File: src/rtl/fpu_32_pkg.sv
// Shared types and constants for the FPU_32 arbiter: op modes, arbiter FSM states, and the qNaN result.
// The optional FPU_ARB_STATS_EN macro (see fpu_32_arbiter.sv) adds statistics counters.
package fpu_32_pkg;

  typedef enum logic [2:0] {
    MODE_MUL = 3'b000,
    MODE_ADD = 3'b001,
    MODE_SUB = 3'b010,
    MODE_DIV = 3'b011
  } fpu_mode_e;

  typedef enum logic [1:0] {
    ST_IDLE  = 2'd0,
    ST_ISSUE = 2'd1,
    ST_WAIT  = 2'd2,
    ST_RESP  = 2'd3
  } arb_state_e;

  localparam logic [31:0] QNAN = 32'h7FC0_0000;

  // Any mode with the top bit set is not an FPU operation.
  function automatic logic mode_is_illegal(input logic [2:0] mode);
    return mode[2];
  endfunction

endpackage

File: src/rtl/fpu_32_arbiter_rr.sv
// Combinational round-robin grant: first requester at or after ptr (wrapping) wins.
// The pointer register lives in the parent.
module fpu_rr_arbiter
  import fpu_32_pkg::*;
#(
  parameter  int N_REQ = 4,
  localparam int ID_W  = $clog2(N_REQ)
) (
  input  logic [N_REQ-1:0] req,
  input  logic [ID_W-1:0]  ptr,
  output logic [N_REQ-1:0] grant_onehot,
  output logic [ID_W-1:0]  grant_idx,
  output logic             any
);

  logic [ID_W-1:0] scan_idx;

  function automatic logic [ID_W-1:0] wrap_idx(input logic [ID_W-1:0] p, input int k);
    int s;
    s = int'(p) + k;
    if (s >= N_REQ) s = s - N_REQ;
    return ID_W'(s);
  endfunction

  always_comb begin
    grant_onehot = '0;
    grant_idx    = '0;
    any          = 1'b0;
    scan_idx     = '0;
    for (int k = 0; k < N_REQ; k++) begin
      scan_idx = wrap_idx(ptr, k);
      if (!any && req[scan_idx]) begin
        any                    = 1'b1;
        grant_idx              = scan_idx;
        grant_onehot[scan_idx] = 1'b1;
      end
    end
  end

endmodule

File: src/rtl/fpu_32_arbiter.sv
// Shares one FPU_32 between N_REQ requesters: round-robin grant, one op in flight, fixed latency.
// Define FPU_ARB_STATS_EN to add the stat_ops / stat_busy counters.
module fpu_32_arbiter
  import fpu_32_pkg::*;
#(
  parameter  int N_REQ     = 4,
  parameter  int LAT_ARITH = 2,
  parameter  int LAT_DIV   = 40,
  localparam int ID_W      = $clog2(N_REQ)
) (
  input  logic                  clk,
  input  logic                  rst,
  input  logic [N_REQ-1:0]      req_valid,
  output logic [N_REQ-1:0]      req_ready,
  input  logic [3*N_REQ-1:0]    req_mode,
  input  logic [32*N_REQ-1:0]   req_a,
  input  logic [32*N_REQ-1:0]   req_b,
  output logic                  resp_valid,
  input  logic                  resp_ready,
  output logic [ID_W-1:0]       resp_id,
  output logic [31:0]           resp_data,
  output logic                  busy,
  output logic [2:0]            fpu_mode,
  output logic [31:0]           fpu_a,
  output logic [31:0]           fpu_b,
  output logic                  fpu_rst_n,
  input  logic [31:0]           fpu_result,
  output arb_state_e            dbg_state
`ifdef FPU_ARB_STATS_EN
  ,
  output logic [31:0]           stat_ops,
  output logic [31:0]           stat_busy
`endif
);

  localparam int LAT_MAX = (LAT_DIV > LAT_ARITH) ? LAT_DIV : LAT_ARITH;
  localparam int CNT_W   = $clog2(LAT_MAX + 1);
  localparam logic [CNT_W-1:0] CNT_DIV   = CNT_W'(LAT_DIV - 1);
  localparam logic [CNT_W-1:0] CNT_ARITH = CNT_W'(LAT_ARITH - 1);

  arb_state_e       state_q, state_d;
  logic [ID_W-1:0]  ptr_q, ptr_d;
  logic [CNT_W-1:0] cnt_q, cnt_d;
  logic             resp_valid_q, resp_valid_d;
  logic [ID_W-1:0]  resp_id_q, resp_id_d;
  logic [31:0]      resp_data_q, resp_data_d;
  logic [2:0]       mode_q, mode_d;
  logic [31:0]      a_q, a_d;
  logic [31:0]      b_q, b_d;

  logic [N_REQ-1:0] grant_onehot;
  logic [ID_W-1:0]  grant_idx;
  logic             grant_any;
  logic [2:0]       sel_mode;
  logic [31:0]      sel_a;
  logic [31:0]      sel_b;

  fpu_rr_arbiter #(.N_REQ(N_REQ)) u_rr (
    .req          (req_valid),
    .ptr          (ptr_q),
    .grant_onehot (grant_onehot),
    .grant_idx    (grant_idx),
    .any          (grant_any)
  );

  always_comb begin
    sel_mode = '0;
    sel_a    = '0;
    sel_b    = '0;
    for (int i = 0; i < N_REQ; i++) begin
      if (grant_onehot[i]) begin
        sel_mode = req_mode[3*i +: 3];
        sel_a    = req_a[32*i +: 32];
        sel_b    = req_b[32*i +: 32];
      end
    end
  end

  // Handshakes: a transfer happens on a rising edge where valid && ready are both high.
  // req_ready only rises in IDLE (and never under reset), one-hot on the grant; resp_valid
  // stays high with id/data stable until resp_ready is seen.
  assign req_ready  = (state_q == ST_IDLE && !rst) ? grant_onehot : '0;
  assign busy       = (state_q != ST_IDLE);
  assign fpu_rst_n  = !(rst || state_q == ST_ISSUE);
  assign resp_valid = resp_valid_q;
  assign resp_id    = resp_id_q;
  assign resp_data  = resp_data_q;
  assign fpu_mode   = mode_q;
  assign fpu_a      = a_q;
  assign fpu_b      = b_q;
  assign dbg_state  = state_q;

  always_comb begin
    state_d      = state_q;
    ptr_d        = ptr_q;
    cnt_d        = cnt_q;
    resp_valid_d = resp_valid_q;
    resp_id_d    = resp_id_q;
    resp_data_d  = resp_data_q;
    mode_d       = mode_q;
    a_d          = a_q;
    b_d          = b_q;
    case (state_q)
      ST_IDLE: begin
        if (grant_any) begin
          mode_d    = sel_mode;
          a_d       = sel_a;
          b_d       = sel_b;
          resp_id_d = grant_idx;
          ptr_d     = (grant_idx == ID_W'(N_REQ - 1)) ? '0 : grant_idx + 1'b1;
          // Illegal modes never touch the FPU; answer with qNaN right away.
          if (mode_is_illegal(sel_mode)) begin
            resp_data_d  = QNAN;
            resp_valid_d = 1'b1;
            state_d      = ST_RESP;
          end else begin
            state_d = ST_ISSUE;
          end
        end
      end
      ST_ISSUE: begin
        cnt_d   = (mode_q == MODE_DIV) ? CNT_DIV : CNT_ARITH;
        state_d = ST_WAIT;
      end
      ST_WAIT: begin
        if (cnt_q == '0) begin
          resp_data_d  = fpu_result;
          resp_valid_d = 1'b1;
          state_d      = ST_RESP;
        end else begin
          cnt_d = cnt_q - CNT_W'(1);
        end
      end
      ST_RESP: begin
        if (resp_ready) begin
          resp_valid_d = 1'b0;
          state_d      = ST_IDLE;
        end
      end
      default: state_d = ST_IDLE;
    endcase
  end

  always_ff @(posedge clk) begin
    if (rst) begin
      state_q      <= ST_IDLE;
      ptr_q        <= '0;
      cnt_q        <= '0;
      resp_valid_q <= 1'b0;
      resp_id_q    <= '0;
      resp_data_q  <= '0;
      mode_q       <= '0;
      a_q          <= '0;
      b_q          <= '0;
    end else begin
      state_q      <= state_d;
      ptr_q        <= ptr_d;
      cnt_q        <= cnt_d;
      resp_valid_q <= resp_valid_d;
      resp_id_q    <= resp_id_d;
      resp_data_q  <= resp_data_d;
      mode_q       <= mode_d;
      a_q          <= a_d;
      b_q          <= b_d;
    end
  end

`ifdef FPU_ARB_STATS_EN
  logic [31:0] stat_ops_q, stat_ops_d;
  logic [31:0] stat_busy_q, stat_busy_d;

  always_comb begin
    stat_ops_d  = stat_ops_q + 32'(resp_valid_q && resp_ready);
    stat_busy_d = stat_busy_q + 32'(busy);
  end

  always_ff @(posedge clk) begin
    if (rst) begin
      stat_ops_q  <= '0;
      stat_busy_q <= '0;
    end else begin
      stat_ops_q  <= stat_ops_d;
      stat_busy_q <= stat_busy_d;
    end
  end

  assign stat_ops  = stat_ops_q;
  assign stat_busy = stat_busy_q;
`endif

endmodule

File: config.mk
export PLATFORM = sky130hd
export DESIGN_NAME = fpu_32_arbiter
export DESIGN_NICKNAME = d
export VERILOG_FILES = /design/src/rtl/fpu_32_pkg.sv /design/src/rtl/fpu_32_arbiter_rr.sv /design/src/rtl/fpu_32_arbiter.sv
export SDC_FILE = /design/constraint.sdc
export NUM_CORES = 1
export LEC_CHECK = 0
export BUFFER_PORTS_ARGS = -buffer_cell sky130_fd_sc_hd__buf_2
export CAP_MARGIN = 20
export CORE_AREA = 2 2 162 164
export DETAILED_ROUTE_END_ITERATION = 10
export DIE_AREA = 0 0 164 166
export HOLD_SLACK_MARGIN = 0.02
export PLACE_DENSITY = 0.66
export SETUP_SLACK_MARGIN = 0.1
export SLEW_MARGIN = 30
export SYNTH_ARGS = -nofsm -noshare
export SYNTH_HDL_FRONTEND = slang
export SYNTH_SLANG_ARGS = --single-unit
File: constraint.sdc
create_clock -name clk -period 5.2 [get_ports clk]
set_input_delay 0.78 -clock clk [delete_from_list [all_inputs] [get_ports clk]]
set_output_delay 0.78 -clock clk [all_outputs]
set_load 0.005 [all_outputs]
==> flow_summary.yaml, run 1 <==
timing:
  setup_slack_ps: 559
  min_period_ps: 4640
  drv_slew: 0
  slew_headroom_pct: 38.8
  setup_violations: 0
  clock.fmax_ghz: 0.215
  finalCritPeriodShare_pct: 89.2
  report.final.hold_viol_count: 0
  finClkSkew_ps: 12.9
  hold_ws_ps: 459
  tightestPinTransition_ps: 918
  fin_setup_tns_ps: 0
  rsz0062_at_grt: "no"
placement:
  place_ws_ps: 897
  place.gp.congestion: 0.885
  dp_hpwl_mm: 20.6
  buffer_ports.inserted: 416
  placed_area_um2: 9190
  place_inst: 1555
cells_and_area:
  fin_area_um2: 9520
  area_growth_pct: 37.9
  final_util_pct: 37.2
  fin_nets: 1551
  drive_above_1_share_pct: 38.0
  post_layout_nonfiller_instances: 1573
  final.fill_count: 2676
setup_path:
  slowest_stage: "dfxtp_1"
  r2r_end: "fpu_a[27]$_SDFFE_PP0P_"
  path_depth: 9
  cp_max_fo: 33
  crit_type: "reg2out"
  cp_num_buf_inv: 3
  cp_slowest_stage_delay_ps: 820
  cp-end-kind: "output port"
  reg2reg_slack_ps: 820
  critPathTopFamily: "simple AND/OR/NAND/NOR gates"
  crit_chain: "inv_1 -> ha_1 -> or3b_2 -> a2111o_1 -> nand3_1 -> a2111oi_4 -> buf_4 -> nor2_1 -> buf_2"
  critical_path_required_ps: 4420
  start_kind: "flop"
  arrival_ps: 3860
  crit_end: "req_ready[0]"
  r2r_cells: 9
floorplanning:
  initial_core_util_pct: 27.0
  ioPinCount: 417
  die-area_um2: 27200
  rows: 59
  die_h_um: 166
  core-area_um2: 25600
  die_w_um: 164
power:
  seqPwrFrac_pct: 24.1
  swShare_pct: 49.3
  powerDensity_nw_per_um2: 614
  power_switching_mw: 2.88
  clockPowerShare_pct: 13.1
  power_frac_comb_pct: 62.8
  p_leak_nw: 4.33
  internal-power_mw: 2.96
  power_mw: 5.85
  ir_worst_vdd_mv: 0.269
synth:
  yosysTopAreaCell: "dfxtp_1"
  synthFlopType: "dfxtp_1"
  synth_common_cells: "a21oi_1 (150), o21ai_0 (143), dfxtp_1 (112)"
  ys_seq_area_share_pct: 32.5
  avgSynthCellArea_um2: 7.77
  synthDistinctLibCells: 58
  synth_top_area_share_pct: 32.5
  syn_inst: 888
  ys_async_sr_fraction_pct: 0
  synth_edf_count: 0
  yosysMostFrequentCell: "a21oi_1"
  syn_nets: 1208
  synthTopCellsByArea: "dfxtp_1 (32%), a21oi_1 (11%), o21ai_0 (10%)"
  synth-seq-cells: 112
  synth_warnings: 0
  syn_area_um2: 6900
min_path:
  hp-class: "reg2reg"
drt:
  drt_iter0_markers: 569
  wire_per_inst_um: 18.5
  vias: 8585
  viasPerCell: 5.46
  drt_first_pass_iters: 5
  drt-total-wl_mm: 29.1
  drc_errors: 0
  postRouteAntennaNets: 0
outcome:
  status: "finished clean"
global_route:
  grt_pass1_wl_mm: 44.0
  globalRouteOverflowTotal: 0
  grt_pass1_vias: 7994
  antenna_found_initial: 3
  track_usage_pct: 20.2
  grt_start_max_net_pins: 103
clock_tree:
  clk_latency_ps: 360
  cts_setup_buffers: 0
  cts.htree.levels: 3
  clkSlewWorstSetupHoldPaths_ps: 80
  cts_resized: 0
  cts_inserted_buffers: 9
  cts_sinks: 112
  ctsRootBufferMaster: "clkbuf_16"
  cts_buffer_depth: 2
  ctsHoldBuffers: 0
  tritoncts: "yes"
run:
  drv_cap: 0
==> final cells by class <==
| type | instances | area, um2 | share of cell area (%) |
|---|---|---|---|
| antenna | 2 | 5.00 | 0.0525 |
| clock buffer | 9 | 225 | 2.36 |
| clock inverter | 7 | 97.6 | 1.02 |
| inverter | 84 | 315 | 3.31 |
| multi-input combinational | 592 | 3990 | 41.9 |
| sequential | 112 | 2240 | 23.5 |
| tap | 335 | 419 | 4.40 |
| timing repair buffer | 432 | 2230 | 23.4 |
==> per-layer routing <==
metal	track usage, %	routed length, um	up-vias
li1	-	-	4057
met1	25.9	12100	4081
met2	33.4	14100	391
met3	4.42	2090	54
met4	7.09	779	2
met5	0	19	-
==> logic make-up (layout without fill, tap and decap cells) <==
family,Yosys count,count (layout),synth area share (%)
buf+inv,184,532,10.7
simple gates,70,70,5.35
fa+ha+maj,13,13,2.36
xor+xnor,1,1,0.127
flops,112,112,32.5
other cells,0,2,0
mux,8,8,1.72
compound gates,500,500,47.3
==> layout by cell type, fill, tap and decap left out, types with 13 or more instances in the layout <==
| cell type | count |
|---|---|
| buf_2 | 416 |
| a21oi_1 | 149 |
| o21ai_0 | 143 |
| dfxtp_1 | 112 |
| inv_1 | 83 |
| o211ai_1 | 68 |
| o311ai_0 | 53 |
| a32o_1 | 24 |
| nand2_1 | 18 |
| o311ai_1 | 14 |
| ha_1 | 13 |
| buf_4 | 13 |
==> worst reg2reg max path, cell delays in order, from the launching register on <==
cell	delay [ps]
dfxtp_1	820
inv_1	270
ha_1	480
or3b_2	500
a2111o_1	450
a31oi_1	470
or4_2	710
buf_12	330
a21oi_1	120
a21oi_1	190
==> power groups by stage <==
stage | clock [mW] | sequential (mW) | combinational [mW]
after floorplan | 0 | 1.41 | 2.43
after global placement | 0 | 1.41 | 3.60
after detailed placement | 0 | 1.42 | 3.66
after CTS | 0.786 | 1.41 | 3.67
after global routing | 0.812 | 1.45 | 4.05
final | 0.764 | 1.41 | 3.67
==> state kept, by name, summed over array words and instances (netlist names), named ones only <==
signal,cells
fpu_a,32
fpu_b,32
resp_data,32
cnt_q,6
fpu_mode,3
dbg_state,2
resp_id,2
ptr_q,1
resp_valid,1
==> worst min-delay path by stage <==
stage | cells after the start | from | to | slack [ps]
floorplan | 1 | cnt_q[4]$_SDFFE_PP0P_ | cnt_q[4]$_SDFFE_PP0P_ | 440
global placement | 1 | resp_data[13]$_SDFFE_PP0P_ | resp_data[13]$_SDFFE_PP0P_ | 440
detailed placement | 2 | resp_id[1]$_SDFFE_PP0P_ | resp_id[1]$_SDFFE_PP0P_ | 450
CTS | 2 | resp_id[1]$_SDFFE_PP0P_ | resp_id[1]$_SDFFE_PP0P_ | 460
global route | 2 | resp_id[1]$_SDFFE_PP0P_ | resp_id[1]$_SDFFE_PP0P_ | 490
finish | 2 | resp_id[0]$_SDFFE_PP0P_ | resp_id[0]$_SDFFE_PP0P_ | 460
Power figures use the tool's default switching activity.
==> run 2: changes to the inputs <==
--- a/config.mk
+++ b/config.mk
@@ -12,7 +12,8 @@
 export DIE_AREA = 0 0 164 166
 export HOLD_SLACK_MARGIN = 0.02
 export PLACE_DENSITY = 0.66
-export SETUP_SLACK_MARGIN = 0.1
+export RECOVER_POWER = 100
+export SETUP_SLACK_MARGIN = 0.4
 export SLEW_MARGIN = 30
 export SYNTH_ARGS = -nofsm -noshare
 export SYNTH_HDL_FRONTEND = slang
==> run 2 against run 1 <==
Compared with the run above: fmax rose by 1.1%; clock skew fell by 0.87 ps; hold slack got worse by 0.79 ps; flip-flop and latch count did not move; sequential power barely moved; die area did not move; worst setup slack improved by 52 ps; final area fell by 1.2%; count of clock-buffer cells in the layout did not move; via count rose by 0.16%; critical endpoint unchanged; largest power group unchanged; highest routed layer unchanged.
==> flow_summary.yaml, run 2 (synthesis results as in run 1) <==
setup_path:
  crit_type: "reg2out"
  critPathTopFamily: "compound AO/OA/AOI/OAI gates"
  arrival_ps: 3810
  cp_max_fo: 33
  cp_slowest_stage_delay_ps: 800
  cp-end-kind: "output port"
  slowest_stage: "a2111oi_1"
  crit_chain: "inv_1 -> ha_1 -> or3b_2 -> a2111o_1 -> nand3_1 -> a2111oi_1 -> buf_4 -> nor2_1 -> buf_2"
  critical_path_required_ps: 4420
  start_kind: "flop"
  cp_num_buf_inv: 3
timing:
  clock.fmax_ghz: 0.218
  finClkSkew_ps: 12.1
  rsz0062_at_grt: "no"
  min_period_ps: 4590
  setup_slack_ps: 611
  fin_setup_tns_ps: 0
  finalCritPeriodShare_pct: 88.3
  setup_violations: 0
  slew_headroom_pct: 10.2
  drv_slew: 0
  report.final.hold_viol_count: 0
  tightestPinTransition_ps: 1350
clock_tree:
  ctsRootBufferMaster: "clkbuf_16"
  clk_latency_ps: 360
  cts_inserted_buffers: 9
  cts_buffer_depth: 2
  tritoncts: "yes"
  cts.htree.levels: 3
  cts_sinks: 112
  clkSlewWorstSetupHoldPaths_ps: 80
  ctsHoldBuffers: 0
drt:
  wire_per_inst_um: 18.5
  viasPerCell: 5.47
  drt_iter0_markers: 671
  drt_first_pass_iters: 5
  drc_errors: 0
  vias: 8599
  postRouteAntennaNets: 0
  drt-total-wl_mm: 29.1
power:
  p_leak_nw: 4.07
  ir_worst_vdd_mv: 0.266
  powerDensity_nw_per_um2: 615
placement:
  dp_hpwl_mm: 20.6
  place_inst: 1555
  place_ws_ps: 897
  buffer_ports.inserted: 416
  place.gp.congestion: 0.885
cells_and_area:
  post_layout_nonfiller_instances: 1573
  final.fill_count: 2723
  area_growth_pct: 36.3
  drive_above_1_share_pct: 32.4
  final_common_cell: "buf_2"
  fin_nets: 1551
  most-common-layout-cells: "buf_2 (348), a21oi_1 (149), o21ai_0 (144)"
floorplanning:
  core-area_um2: 25600
  initial_core_util_pct: 27.0
  ioPinCount: 417
  die_w_um: 164
  die-area_um2: 27200
  rows: 59
  die_h_um: 166
global_route:
  grt_start_max_net_pins: 103
  track_usage_pct: 20.2
  grt_pass1_vias: 7994
  globalRouteOverflowTotal: 0
  grt_pass1_wl_mm: 44.0
  antenna_found_initial: 3
run:
  drv_cap: 0
min_path:
  hp-class: "reg2reg"
outcome:
  status: "finished clean"
==> run 2: stage by stage <==
stage	power [mW]	area, um2	util (%)	hold WS (ps)
after floorplan	3.84	6900	-	440
after global placement	5.01	9190	35.9	444
after detailed placement	5.08	9190	35.9	448
after CTS	5.87	9520	37.1	460
after global routing	6.26	9410	36.7	489
final	5.78	9410	36.7	458
==> run 2: final cells by class <==
type,instances,area (um2),share of cell area [%]
repair buffers,432,2150,22.8
diodes,2,5.00,0.0532
clock buffers,9,225,2.39
clock inverters,7,97.6,1.04
flip-flops and latches,112,2240,23.8
inverters,84,315,3.35
multi-input cells,592,3960,42.0
well taps,335,419,4.46
==> run 2: worst register-to-register path, cell delays in order (launching register included) <==
cell      delay [ps]
dfxtp_1          600
inv_1            210
ha_1             440
or3b_2           500
a2111o_1         450
a31oi_1          350
or4_1           1070
buf_12           350
a21oi_1          120
a21oi_1          190
==> run 2: worst paths after layout <==
| kind | start | endpoint | slack [ps] | depth (start not counted) |
|---|---|---|---|---|
| setup / recovery | ptr_q[1]$_SDFFE_PP0P_ | req_ready[0] | 610 | 9 |
| hold / removal | resp_id[1]$_SDFFE_PP0P_ | resp_id[1]$_SDFFE_PP0P_ | 460 | 2 |
| hold reg to reg | resp_id[1]$_SDFFE_PP0P_ | resp_id[1]$_SDFFE_PP0P_ | 460 | 2 |
| setup reg to reg | ptr_q[1]$_SDFFE_PP0P_ | fpu_a[27]$_SDFFE_PP0P_ | 870 | 9 |
==> run 2: where the power goes <==
part	leakage, nW	internal, mW	switching (mW)
logic	2.98	1.34	2.26
clock network	0.156	0.355	0.407
registers	0.927	1.21	0.211
==> run 2: per-layer routing <==
layer / vias to the layer above / share of wire (%) / routed length [um] / GRT usage (%)
met5: - / 0.065 / 19 / 0
li1: 4054 / - / - / -
met1: 4074 / 41 / 11800 / 25.9
met4: 2 / 2.9 / 839 / 7.09
met3: 61 / 7.9 / 2300 / 4.42
met2: 408 / 49 / 14100 / 33.4
==> run 2: timing repair <==
action	in CTS	in global routing
endpoints found under the setup margin	0	3
gates resized for setup	0	1
buffers inserted	0	0
endpoints found under the hold margin	0	0
==> run 3: changes to the inputs <==
--- a/config.mk
+++ b/config.mk
@@ -7,11 +7,11 @@
 export LEC_CHECK = 0
 export BUFFER_PORTS_ARGS = -buffer_cell sky130_fd_sc_hd__buf_2
 export CAP_MARGIN = 20
-export CORE_AREA = 2 2 162 164
+export CORE_AREA = 2 2 160 162
 export DETAILED_ROUTE_END_ITERATION = 10
-export DIE_AREA = 0 0 164 166
+export DIE_AREA = 0 0 162 164
 export HOLD_SLACK_MARGIN = 0.02
-export PLACE_DENSITY = 0.66
+export PLACE_DENSITY = 0.69
 export RECOVER_POWER = 100
 export SETUP_SLACK_MARGIN = 0.4
 export SLEW_MARGIN = 30
==> constraint.sdc (replaced) <==
create_clock -name clk -period 3.9 [get_ports clk]
set_input_delay 0.585 -clock clk [delete_from_list [all_inputs] [get_ports clk]]
set_output_delay 0.585 -clock clk [all_outputs]
set_load 0.005 [all_outputs]
==> run 3 against run 2 <==
Compared with the run above: clock power increased by 35%; wire length rose by 4.3%; combinational power is 41% higher; largest power group unchanged; core utilization grew 1.9 points; die area shrank 2.4%; critical path type unchanged; total power rose by 38%; hold slack lost 4.0 ps; highest routed layer is now met4.
==> flow_summary.yaml, run 3 (synthesis results as in run 1) <==
outcome:
  status: "finished clean"
placement:
  place.gp.congestion: 0.907
  buffer_ports.inserted: 416
  dp_hpwl_mm: 21.3
  place_inst: 1558
  placed_area_um2: 9240
run:
  drv_cap: 0
power:
  ir_worst_vdd_mv: 0.598
  p_leak_nw: 4.13
  power_mw: 7.97
  powerDensity_nw_per_um2: 831
timing:
  report.final.hold_viol_count: 0
  clock.fmax_ghz: 0.282
  rsz0062_at_grt: "yes"
  setup_violations: 0
  tightestPinTransition_ps: 889
  finClkSkew_ps: 16.7
  fin_setup_tns_ps: 0
  drv_slew: 0
  finalCritPeriodShare_pct: 90.8
  min_period_ps: 3540
  slew_headroom_pct: 40.7
setup_path:
  r2r_cells: 11
  r2r_end: "resp_valid$_SDFFE_PP0P_"
  crit_end: "req_ready[2]"
  cp_max_fo: 32
  reg2reg_slack_ps: 400
  startpoint: "ptr_q[1]$_SDFFE_PP0P_"
  start_kind: "flop"
  reg2reg_from: "ptr_q[1]$_SDFFE_PP0P_"
  cp-end-kind: "output port"
  arrival_ps: 2960
  critical_path_required_ps: 3310
  crit_type: "reg2out"
cells_and_area:
  final.fill_count: 2667
  fin_area_um2: 9580
  most-common-layout-cells: "buf_2 (342), a21oi_1 (147), o21ai_0 (144)"
  drive_above_1_share_pct: 33.2
  final_common_cell: "buf_2"
  fin_nets: 1564
  area_growth_pct: 38.8
  post_layout_nonfiller_instances: 1581
clock_tree:
  ctsHoldBuffers: 0
  cts_inserted_buffers: 9
  clkSlewWorstSetupHoldPaths_ps: 100
  cts.htree.levels: 3
  tritoncts: "yes"
  cts_sinks: 112
  clk_latency_ps: 360
  cts_buffer_depth: 2
  ctsRootBufferMaster: "clkbuf_16"
min_path:
  hp-class: "in2reg"
global_route:
  globalRouteOverflowTotal: 0
  grt_pass1_wl_mm: 45.1
  track_usage_pct: 21.5
  grt_pass1_vias: 8282
  antenna_found_initial: 2
  grt_start_max_net_pins: 67
drt:
  wire_per_inst_um: 19.2
  postRouteAntennaNets: 0
  viasPerCell: 5.54
  drt_first_pass_iters: 5
  drt-total-wl_mm: 30.3
  drt_iter0_markers: 655
  drc_errors: 0
  vias: 8765
floorplanning:
  die_w_um: 162
  rows: 58
  ioPinCount: 417
  core-area_um2: 24800
  die-area_um2: 26600
  initial_core_util_pct: 27.8
  die_h_um: 164
==> run 3: cell count changes in the layout (fill, tap and decap cells not counted), sizes merged <==
| cell | delta |
|---|---|
| buf | +7 |
| bufbuf | +1 |
| clkbuf | +5 |
==> run 3: metal layers <==
layer | GRT usage [%] | share of wire (%) | up-vias
met5 | 0 | 0 | -
met4 | 9.41 | 3.5 | 0
met3 | 4.17 | 7.3 | 71
met2 | 34.9 | 47 | 433
met1 | 27.9 | 42 | 4185
li1 | - | - | 4076
==> run 3: power by group <==
part	internal (mW)	switching (mW)	total, mW
combinational	1.94	3.14	5.08
sequential	1.61	0.248	1.86
clock	0.474	0.558	1.03
total	4.02	3.94	7.97
==> run 3: layout make-up <==
class                           instances  area [um2]  area share, %
Tap cell                              330         413           4.31
Clock buffer                            9         225           2.35
Timing Repair Buffer                  445        2280           23.8
Antenna cell                            2        5.00         0.0522
Multi-Input combinational cell        592        4000           41.7
Sequential cell                       112        2240           23.4
Inverter                               84         315           3.29
Clock inverter                          7        97.6           1.02
==> run 3: worst min-delay path by stage <==
stage                                       endpoint  depth (start not counted)               startpoint
after global routing       resp_data[5]$_SDFFE_PP0P_                          2            fpu_result[5]
after floorplan                cnt_q[4]$_SDFFE_PP0P_                          1    cnt_q[4]$_SDFFE_PP0P_
final                     resp_data[17]$_SDFFE_PP0P_                          2           fpu_result[17]
after detailed placement     resp_id[1]$_SDFFE_PP0P_                          2  resp_id[1]$_SDFFE_PP0P_
after CTS                  resp_data[5]$_SDFFE_PP0P_                          2            fpu_result[5]
after global placement       resp_id[0]$_SDFFE_PP0P_                          2  resp_id[0]$_SDFFE_PP0P_
==> run 3: repair_timing <==
action                     4_1_cts  5_1_grt
cloned                           1        0
pin swaps                        4        1
resized for setup               13        8
setup buffers                    4        0
setup endpoints to repair       31       73
==> run 3: worst max-delay path, stage by stage (launching register included) <==
cell      delay (ps)
dfxtp_1          350
inv_2             70
ha_1             390
or3b_2           490
a2111o_1         450
nand3_1          250
a21oi_4          130
buf_12           200
nor2_1           120
buf_2            130
==> run 3: per-stage QoR <==
stage          hold slack [ps]  setup WS, ps  util, %
6_report                   454           358     38.6
5_1_grt                    435           221     38.6
4_1_cts                    433           363     39.1
3_5_place_dp               448           247     37.2
3_3_place_gp               442           330     37.2
2_1_floorplan              440           289        -
